<file path="src/rtl/pc_fetch_ctrl_pkg.sv">
// Shared encodings for the instruction-fetch sequencer: NPCOp redirect codes
// and fetch FSM state codes.
package pc_fetch_ctrl_pkg;

    typedef enum logic [1:0] {
        NPC_PLUS4  = 2'd0,
        NPC_BRANCH = 2'd1,
        NPC_JUMP   = 2'd2,
        NPC_JR     = 2'd3
    } npc_op_e;

    typedef enum logic [1:0] {
        FS_REQ  = 2'd0,
        FS_HOLD = 2'd1,
        FS_ERR  = 2'd2
    } fetch_state_e;

endpackage

</file>
<file path="src/rtl/redir_target_calc.sv">
// Combinational redirect-target computation from the NPCOp encoding; flags
// targets that are not word aligned.
module redir_target_calc
    import pc_fetch_ctrl_pkg::*;
(
    input  logic [1:0]  redir_op,
    input  logic [31:0] redir_pc,
    input  logic [25:0] redir_imm,
    input  logic [31:0] redir_rs,
    output logic [31:0] target,
    output logic        misaligned
);

    logic [31:0] p4;

    assign p4 = redir_pc + 32'd4;

    // NOTE: every output of a combinational block gets a default before the
    // case, so no path leaves it unassigned and no latch is inferred.
    always_comb begin
        target = p4;
        case (npc_op_e'(redir_op))
            NPC_PLUS4:  target = p4;
            NPC_BRANCH: target = p4 + {{14{redir_imm[15]}}, redir_imm[15:0], 2'b00};
            NPC_JUMP:   target = {p4[31:28], redir_imm, 2'b00};
            NPC_JR:     target = redir_rs;
            default:    target = p4;
        endcase
    end

    assign misaligned = |target[1:0];

endmodule

</file>
<file path="src/rtl/pc_fetch_ctrl.sv">
// Multi-cycle fetch sequencer: owns the PC, handshakes with instruction memory,
// holds one instruction for decode and applies branch/jump/jr redirects.
module pc_fetch_ctrl
    import pc_fetch_ctrl_pkg::*;
#(
    parameter logic [31:0] RESET_PC = 32'h0000_3000,
    parameter int unsigned TIMEOUT  = 16,
    parameter int unsigned TO_W     = 16
) (
    input  logic        clk,
    input  logic        rst,
    output logic        imem_req,
    output logic [31:0] imem_addr,
    input  logic        imem_ready,
    input  logic [31:0] imem_rdata,
    output logic        inst_valid,
    output logic [31:0] inst,
    output logic [31:0] inst_pc,
    input  logic        inst_ack,
    input  logic        redir_valid,
    input  logic [1:0]  redir_op,
    input  logic [31:0] redir_pc,
    input  logic [25:0] redir_imm,
    input  logic [31:0] redir_rs,
    output logic        fetch_err
);

    localparam logic [TO_W-1:0] TO_LAST = TO_W'(TIMEOUT - 1);

    fetch_state_e    state, state_n;
    logic [31:0]     pc, pc_n;
    logic [31:0]     inst_q, inst_n;
    logic [31:0]     inst_pc_q, inst_pc_n;
    logic            pend, pend_n;
    logic [31:0]     pend_tgt, pend_tgt_n;
    logic [TO_W-1:0] to_cnt, to_cnt_n;

    logic [31:0]     target;
    logic            misaligned;

    redir_target_calc u_target (
        .redir_op   (redir_op),
        .redir_pc   (redir_pc),
        .redir_imm  (redir_imm),
        .redir_rs   (redir_rs),
        .target     (target),
        .misaligned (misaligned)
    );

    always_comb begin
        state_n    = state;
        pc_n       = pc;
        inst_n     = inst_q;
        inst_pc_n  = inst_pc_q;
        pend_n     = pend;
        pend_tgt_n = pend_tgt;
        to_cnt_n   = to_cnt;

        case (state)
            FS_REQ: begin
                if (redir_valid && misaligned) begin
                    state_n = FS_ERR;
                end else if (imem_ready) begin
                    to_cnt_n = '0;
                    pend_n   = 1'b0;
                    // A redirect seen this cycle or earlier makes the returned word stale.
                    if (redir_valid) begin
                        pc_n = target;
                    end else if (pend) begin
                        pc_n = pend_tgt;
                    end else begin
                        inst_n    = imem_rdata;
                        inst_pc_n = pc;
                        pc_n      = pc + 32'd4;
                        state_n   = FS_HOLD;
                    end
                end else begin
                    to_cnt_n = to_cnt + 1'b1;
                    if (redir_valid) begin
                        pend_n     = 1'b1;
                        pend_tgt_n = target;
                    end
                    if ((TIMEOUT != 0) && (to_cnt == TO_LAST)) begin
                        state_n = FS_ERR;
                    end
                end
            end
            FS_HOLD: begin
                if (redir_valid) begin
                    if (misaligned) begin
                        state_n = FS_ERR;
                    end else begin
                        pc_n    = target;
                        state_n = FS_REQ;
                    end
                end else if (inst_ack) begin
                    state_n = FS_REQ;
                end
            end
            default: ;
        endcase
    end

    // NOTE: sequential state uses non-blocking assignments so every register
    // samples its pre-edge inputs regardless of statement order.
    always_ff @(posedge clk) begin
        if (rst) begin
            state     <= FS_REQ;
            pc        <= RESET_PC;
            inst_q    <= '0;
            inst_pc_q <= '0;
            pend      <= 1'b0;
            pend_tgt  <= '0;
            to_cnt    <= '0;
        end else begin
            state     <= state_n;
            pc        <= pc_n;
            inst_q    <= inst_n;
            inst_pc_q <= inst_pc_n;
            pend      <= pend_n;
            pend_tgt  <= pend_tgt_n;
            to_cnt    <= to_cnt_n;
        end
    end

    assign imem_req   = (state == FS_REQ);
    assign imem_addr  = pc;
    assign inst_valid = (state == FS_HOLD);
    assign inst       = inst_q;
    assign inst_pc    = inst_pc_q;
    assign fetch_err  = (state == FS_ERR);

endmodule

</file>
<file path="config.mk">
export PLATFORM = sky130hd
export DESIGN_NAME = pc_fetch_ctrl
export DESIGN_NICKNAME = d
export VERILOG_FILES = /design/src/rtl/pc_fetch_ctrl_pkg.sv /design/src/rtl/redir_target_calc.sv /design/src/rtl/pc_fetch_ctrl.sv
export SDC_FILE = /design/constraint.sdc
export NUM_CORES = 1
export LEC_CHECK = 0
export CAP_MARGIN = 20
export CORE_AREA = 2 2 142 144
export DETAILED_ROUTE_END_ITERATION = 7
export DIE_AREA = 0 0 144 146
export GPL_TIMING_DRIVEN = 0
export PLACE_DENSITY_LB_ADDON = 0.12
export SLEW_MARGIN = 20
export SYNTH_ARGS = -nofsm -noshare
export SYNTH_HDL_FRONTEND = slang
export SYNTH_SLANG_ARGS = --single-unit
</file>
<file path="constraint.sdc">
create_clock -name clk -period 6.15 [get_ports clk]
set_clock_uncertainty 0.2 [all_clocks]
set_input_delay 1.5375 -clock clk [delete_from_list [all_inputs] [get_ports clk]]
set_output_delay 1.5375 -clock clk [all_outputs]
set_load 0.03 [all_outputs]
</file>
==> impl_results.md <==
* Status: complete, no violations
* Fin crit share at 0.946
* Area grow syn2layout at 32.9%
* Largest net degree at the start of global routing at 24
* RSZ-0062 raised after global routing: no
* CP arrival at 5.90 ns
* Placer Congestion at 0.949
* TritonRoute pass-1 iters at 6
* Slew margin rel. at 0.288
* Clk slew on worst S/H paths at 0.07 ns
* Cell chain of the critical path: clkdlybuf4s50_1 -> and4_4 -> nand4_1 -> nor3_1 -> and3_1 -> xor2_1 -> ha_1 -> nand2_1 -> o211ai_1 -> a21oi_1 -> nor2b_1 -> o31ai_1 -> o311ai_4 -> xor2_1 -> mux2i_1 -> o22ai_1
* Final setup violation count at 0
* Async S/R FF share, synth at 0
* Core box area at 19300 µm²
* Reg2Reg Setup Slack at 3.21 ns
* Rows at 51
* Synth warn at 0
* Kind of critical path: input port to flop
* Cts bufs inserted at 17
* Register area share after synthesis at 0.303
* Die X-Extent at 144 µm
* CP delay by family, top: simple AND/OR/NAND/NOR gates
* Placed Area at 12300 µm²
* DRC errors left at 0
* WL/cell at 19.5 µm
* H-tree depth at 4
* Worst stage delay on the critical path at 0.55 ns
* Bufs and invs on worst path at 1
* Chip Height at 146 µm
* Post-synth EDFFs at 0
* Worst VDD drop at 0.000194 V
* Grt ovf at 0
* Vias in the first global route at 9938
* CP Data Required Time at 6.24 ns
* Synth Register Bits at 147
* Worst path depth at 16
* Critical path launch point type: input port
* Slowest cell on crit path: clkdlybuf4s50_1
* Hold-fix buffers at CTS at 0
* Post-CTS sizing at 0
* Worst skew pair latency at 0.42 ns
* First-pass GRT wire length at 54000 µm
* CP Capture Type: flop
* Period minus WS final at 5.82 ns
* Gate Count Post-Synth at 1295
* Total chip power at 2910 µW
* Util after Layout at 0.668
* Reg2reg end: imem_addr[28]$_SDFFE_PP0P_
* Most used cell, CP: xor2_1
* Total Nets Final at 1705
* I/O Buffers at 226
* FMAX at 172 MHz
* Boundary Pins at 228
* Worst Hold Class: flop to flop
* Clock buffer depth at 2
* Vias per cell at 5.85
* Initial antenna violation count at 0
* Post-route ant nets at 0
* Avg Inst Size Synth at 7.51 µm²
* Sink Count at 147
* Post-CTS setup buffers at 0
* Final hold viol count at 0
* Max-cap violations at 0
* P_leak at 0.00463 µW
* Clock root cell: clkbuf_16
* Synth cell types at 87
* Tot GR Track Use at 0.328
* Primary FF master, synth: dfxtp_1
* Worst setup endpoint: imem_addr[31]$_SDFFE_PP0P_
* Maximum fanout along the worst path at 6
* Net Count, Synth at 1460
* DPL Wire Length at 27400 µm
* Slew Limit Fails at 0
* Via count at 10600
* Starting Density at 0.503
* Final WL at 35400 µm
* Cell Area, Synth at 9720 µm²
* DR iter-0 viols at 999
* # diodes at 0
* Fin area at 12900 µm²
* Die area at 21000 µm²
* TritonCTS clock tree: built
* Worst setup startpoint: redir_pc[7]
* Power per standard cell area at 225 nW/µm²
* Reg2reg start: imem_addr[2]$_SDFFE_PP0P_
* Slew @ Worst Pin at 1.07 ns
* Ratio of cells with drive above 1 in the final layout at 0.0637
* R2R cell count at 10
==> cell type report <==
type / instances / area [µm²]
inverters: 24 / 90.1
multi-input cells: 1044 / 6360
plain buffers: 80 / 324
clock inverters: 15 / 178
fillers: 1742 / 6420
well taps: 265 / 332
clock buffers: 17 / 425
repair buffers: 226 / 2260
flip-flops and latches: 147 / 2940
==> per-stage QoR <==
stage,setup TNS [ns],instances,worst slack [ns],hold WS [ns]
2_1_floorplan,0,1295,1.37,0.225
3_3_place_gp,-0.00658,1786,-0.00496,0.231
3_5_place_dp,-0.225,1786,-0.0711,0.240
4_1_cts,0,1818,0.369,0.250
5_1_grt,0,1818,0.0287,0.266
6_report,0,1818,0.334,0.251
==> sequential cells by signal (all words and copies together), names as in the netlist <==
name and cells:
inst_pc 32, pend_tgt 32, state 2, to_cnt 16
inst 32, imem_addr 32, pend 1
==> layer usage <==
| layer | wire length, µm | vias up | global-route usage | share of wire |
|---|---|---|---|---|
| met5 | 0 | - | 0 | 0 |
| met4 | 1010 | 0 | 0.107 | 0.028 |
| met3 | 3430 | 85 | 0.0684 | 0.097 |
| met2 | 16600 | 568 | 0.550 | 0.47 |
| met1 | 14300 | 4868 | 0.419 | 0.41 |
| li1 | - | 5111 | - | - |
==> logic make-up (layout without fill, tap and decap cells) <==
family,count (synthesis),after routing,share of synthesized area
simple gates,537,537,0.256
mux,30,30,0.0418
buf+inv,104,362,0.0426
fa+ha+maj,36,36,0.0471
xor+xnor,84,84,0.0776
flops,147,147,0.303
compound gates,357,357,0.232
==> layout by cell type, fill, tap and decap left out, types with 17 or more instances in the layout <==
cell               n
nor2_1           125
o21ai_0           66
clkbuf_16         17
xor2_1            45
mux2i_1           17
and3_1            19
nand2_1          236
xnor2_1           38
a21oi_1          145
nand4_1           20
clkbuf_1          58
ha_1              35
nor3_1            38
o211ai_1          21
clkdlybuf4s50_1  226
nand3_1           29
inv_1             23
dfxtp_1          147
==> synthesized netlist by cell type (7+ instances only) <==
cell | instances | area [µm²]
o22ai_1 | 11 | 68.8
nand4_1 | 20 | 125
xnor2_1 | 38 | 333
o21ai_1 | 10 | 50.1
o21a_1 | 7 | 52.6
xor2_1 | 45 | 394
a21oi_1 | 145 | 726
mux2i_1 | 17 | 170
dfxtp_1 | 147 | 2940
clkbuf_1 | 58 | 218
a221oi_1 | 10 | 87.6
o211ai_1 | 21 | 158
nor4_1 | 9 | 56.3
nand2_1 | 236 | 886
nor2_1 | 125 | 469
nand3_1 | 29 | 145
o21ai_0 | 66 | 330
inv_1 | 23 | 86.3
a31oi_1 | 10 | 62.6
and2_1 | 9 | 56.3
mux4_2 | 8 | 180
and3_1 | 19 | 119
a211oi_1 | 14 | 105
ha_1 | 35 | 438
nor3_1 | 38 | 190
nand2b_1 | 10 | 62.6
buf_2 | 15 | 75.1
==> worst register-to-register path, stage by stage, from the launching register on <==
cell	delay, ns
dfxtp_1	0.50
ha_1	0.32
nand3_1	0.14
nor2_1	0.27
nand4_1	0.32
nor2_1	0.28
nand2_1	0.13
xnor2_1	0.16
mux2i_1	0.16
a21oi_1	0.09
o31a_1	0.26
==> report_power, final <==
group | switching [µW] | internal (µW) | total, µW | leakage (µW)
sequential | 55.8 | 998 | 1050 | 0.00119
combinational | 473 | 323 | 796 | 0.00314
clock | 418 | 641 | 1060 | 0.000294
total | 947 | 1960 | 2910 | 0.00463
==> worst min path at each step <==
stage	start	to	cells after the start	slack, ns
global placement	pend_tgt[0]$_SDFFE_PP0P_	pend_tgt[0]$_SDFFE_PP0P_	2	0.23
floorplan	pend_tgt[0]$_SDFFE_PP0P_	pend_tgt[0]$_SDFFE_PP0P_	2	0.22
CTS	pend_tgt[0]$_SDFFE_PP0P_	pend_tgt[0]$_SDFFE_PP0P_	2	0.25
finish	inst[31]$_SDFFE_PP0P_	inst[31]$_SDFFE_PP0P_	2	0.25
detailed placement	pend_tgt[0]$_SDFFE_PP0P_	pend_tgt[0]$_SDFFE_PP0P_	2	0.24
global route	inst[27]$_SDFFE_PP0P_	inst[27]$_SDFFE_PP0P_	2	0.27
Power figures use the tool's default switching activity.
==> RTL edit (same flow settings) <==
`TO_W`: 16 -> 32.
--- a/src/rtl/pc_fetch_ctrl.sv
+++ b/src/rtl/pc_fetch_ctrl.sv
@@ -5,7 +5,7 @@
 #(
     parameter logic [31:0] RESET_PC = 32'h0000_3000,
     parameter int unsigned TIMEOUT  = 16,
-    parameter int unsigned TO_W     = 16
+    parameter int unsigned TO_W     = 32
 ) (
     input  logic        clk,
     input  logic        rst,
Check against the original RTL: not settled (the Yosys comparison gave no result); the edit may change what the design does.
==> RTL edit against the unedited design <==
Die area stayed put; sequential cell count up 16; synthesized area grew 6.2%; maximum frequency grew 1.9%; final cell count increased by 3.5%; worst setup slack better by 0.11 ns; via count increased by 2.3%; hold slack improved by 0.0013 ns; first-iteration DRC count fell by 23%; routed wire length down 4.8%; total power grew 4.5%; design area increased by 4.5%; critical path depth increased by 1.
==> RTL edit: results (changes against the unedited design) <==
metric	value	unit	change
status	completed		
peakVddDrop	0.220	mV	+14%
drive_gt1_frac	0.0563		-0.00744
power.leakage	4.80	nW	+3.7%
postSynthCellCount	1361		+5.1%
synth-seq-area-share	0.316		+0.0132
syn_nets	1530		+4.8%
ys_top_cells_by_count	272 x nand2_1, 170 x a21oi_1, 163 x dfxtp_1		
worst_r2r_endpoint	imem_addr[30]		
placed_area	12900	um^2	+4.8%
r2r_start	imem_addr[9]		
synthTopCellsByArea	dfxtp_1 32%, nand2_1 9.9%, a21oi_1 8.2%		
first_global_vias	10200		+2.5%
cp_max_fo	8		+2
r2r_setup_slack	2.96	ns	-0.25 ns
fin_nets	1772		+3.9%
yosysUniqueCellTypes	80		-8.0%
grt_max_degree	27		+13%
arrival	5.80	ns	-0.10 ns
place_congestion	0.990		+4.4%
port_buffers	223		-1.3%
synth_top_area_frac	0.316		+0.0132
rr_worst_depth	9		-1
hp-start	inst_pc[17]		
final_cells	1881		+3.5%
vias_per_cell	5.78		-1.1%
holdPathEnd	inst_pc[17]		
worst_pin_slew	1.08	ns	+0.0118 ns
dp_hpwl	26500	um	-3.4%
wl_per_cell	17.9	um	-7.9%
holdWs	0.253	ns	+0.00127 ns
fillers	1683		-3.4%
grt_usage	0.314		-0.0139
first_iter_violations	766		-23%
grt_pass1_wl	52500	um	-2.9%
seq_area	3260	um^2	+11%
[RTL edit: cell count changes in the layout (fill, tap and decap cells not counted), sizes merged, moves of 7 or more]
cell    unedited run  this run
xnor2             38        52
buf               21        13
o211ai            23        11
o21ai             77        54
a21oi            147       170
nand2            238       273
dfxtp            147       163
clkbuf            76        84
a221oi            11         4
[RTL edit: area by class of cell]
class | instances | share of cell area
multi-input cells | 1095 | 0.494
flip-flops and latches | 163 | 0.242
repair buffers | 224 | 0.166
clock buffers | 17 | 0.0315
well taps | 265 | 0.0246
plain buffers | 79 | 0.0232
clock inverters | 15 | 0.0127
inverters | 23 | 0.00639
[RTL edit: critical path: stages]
cell	delay, ns
clkdlybuf4s50_1	0.53
ha_1	0.22
and3_1	0.35
nand4_1	0.20
nor2_1	0.20
xor2_1	0.20
ha_1	0.26
clkbuf_1	0.20
a21o_1	0.24
a31o_2	0.23
a31o_2	0.22
a21oi_1	0.24
o21ai_0	0.14
a31oi_1	0.25
mux2_4	0.35
o32ai_2	0.31
a211oi_2	0.11
[RTL edit: timing repair]
action                                 CTS  global route
setup endpoints to repair                0             2
resized for setup                        0             1
endpoints found under the hold margin    0             0
[RTL edit: metal layers]
layer,vias up,wire length (um),GRT usage
met2,494,15800,0.523
met4,0,1160,0.123
met3,97,2910,0.0612
li1,5302,-,-
met5,-,0,0
met1,4981,13800,0.400
[RTL edit: how the worst max path moves through the flow]
stage	startpoint	end	slack, ns	cells past startpoint
6_report	redir_pc[2]	imem_addr[31]	0.44	17
3_5_place_dp	redir_pc[2]	imem_addr[31]	-0.10	18
2_1_floorplan	redir_pc[2]	imem_addr[31]	1.07	17
4_1_cts	redir_pc[2]	imem_addr[31]	0.32	18
5_1_grt	redir_pc[2]	imem_addr[31]	0.14	17
3_3_place_gp	redir_pc[2]	imem_addr[31]	-0.04	18
[RTL edit: metrics by stage]
step	power (mW)	setup WS, ns
3_3_place_gp	1.96	-0.0437
4_1_cts	3.03	0.324
3_5_place_dp	1.97	-0.103
2_1_floorplan	1.65	1.07
6_report	3.04	0.441
5_1_grt	3.16	0.136
[RTL edit: logic make-up after synthesis]
group | after synthesis | synth area share
compound gates | 337 | 0.200
xor+xnor | 96 | 0.0822
fa+ha+maj | 40 | 0.0492
buf+inv | 103 | 0.0390
flops | 163 | 0.316
mux | 37 | 0.0546
simple gates | 585 | 0.259
[RTL edit: power by group]
group | internal, mW | total (mW) | leakage, nW | switching [mW]
combinational | 0.335 | 0.806 | 3.19 | 0.471
clock | 0.609 | 1.07 | 0.278 | 0.465
sequential | 1.10 | 1.16 | 1.32 | 0.0545
total | 2.05 | 3.04 | 4.80 | 0.990
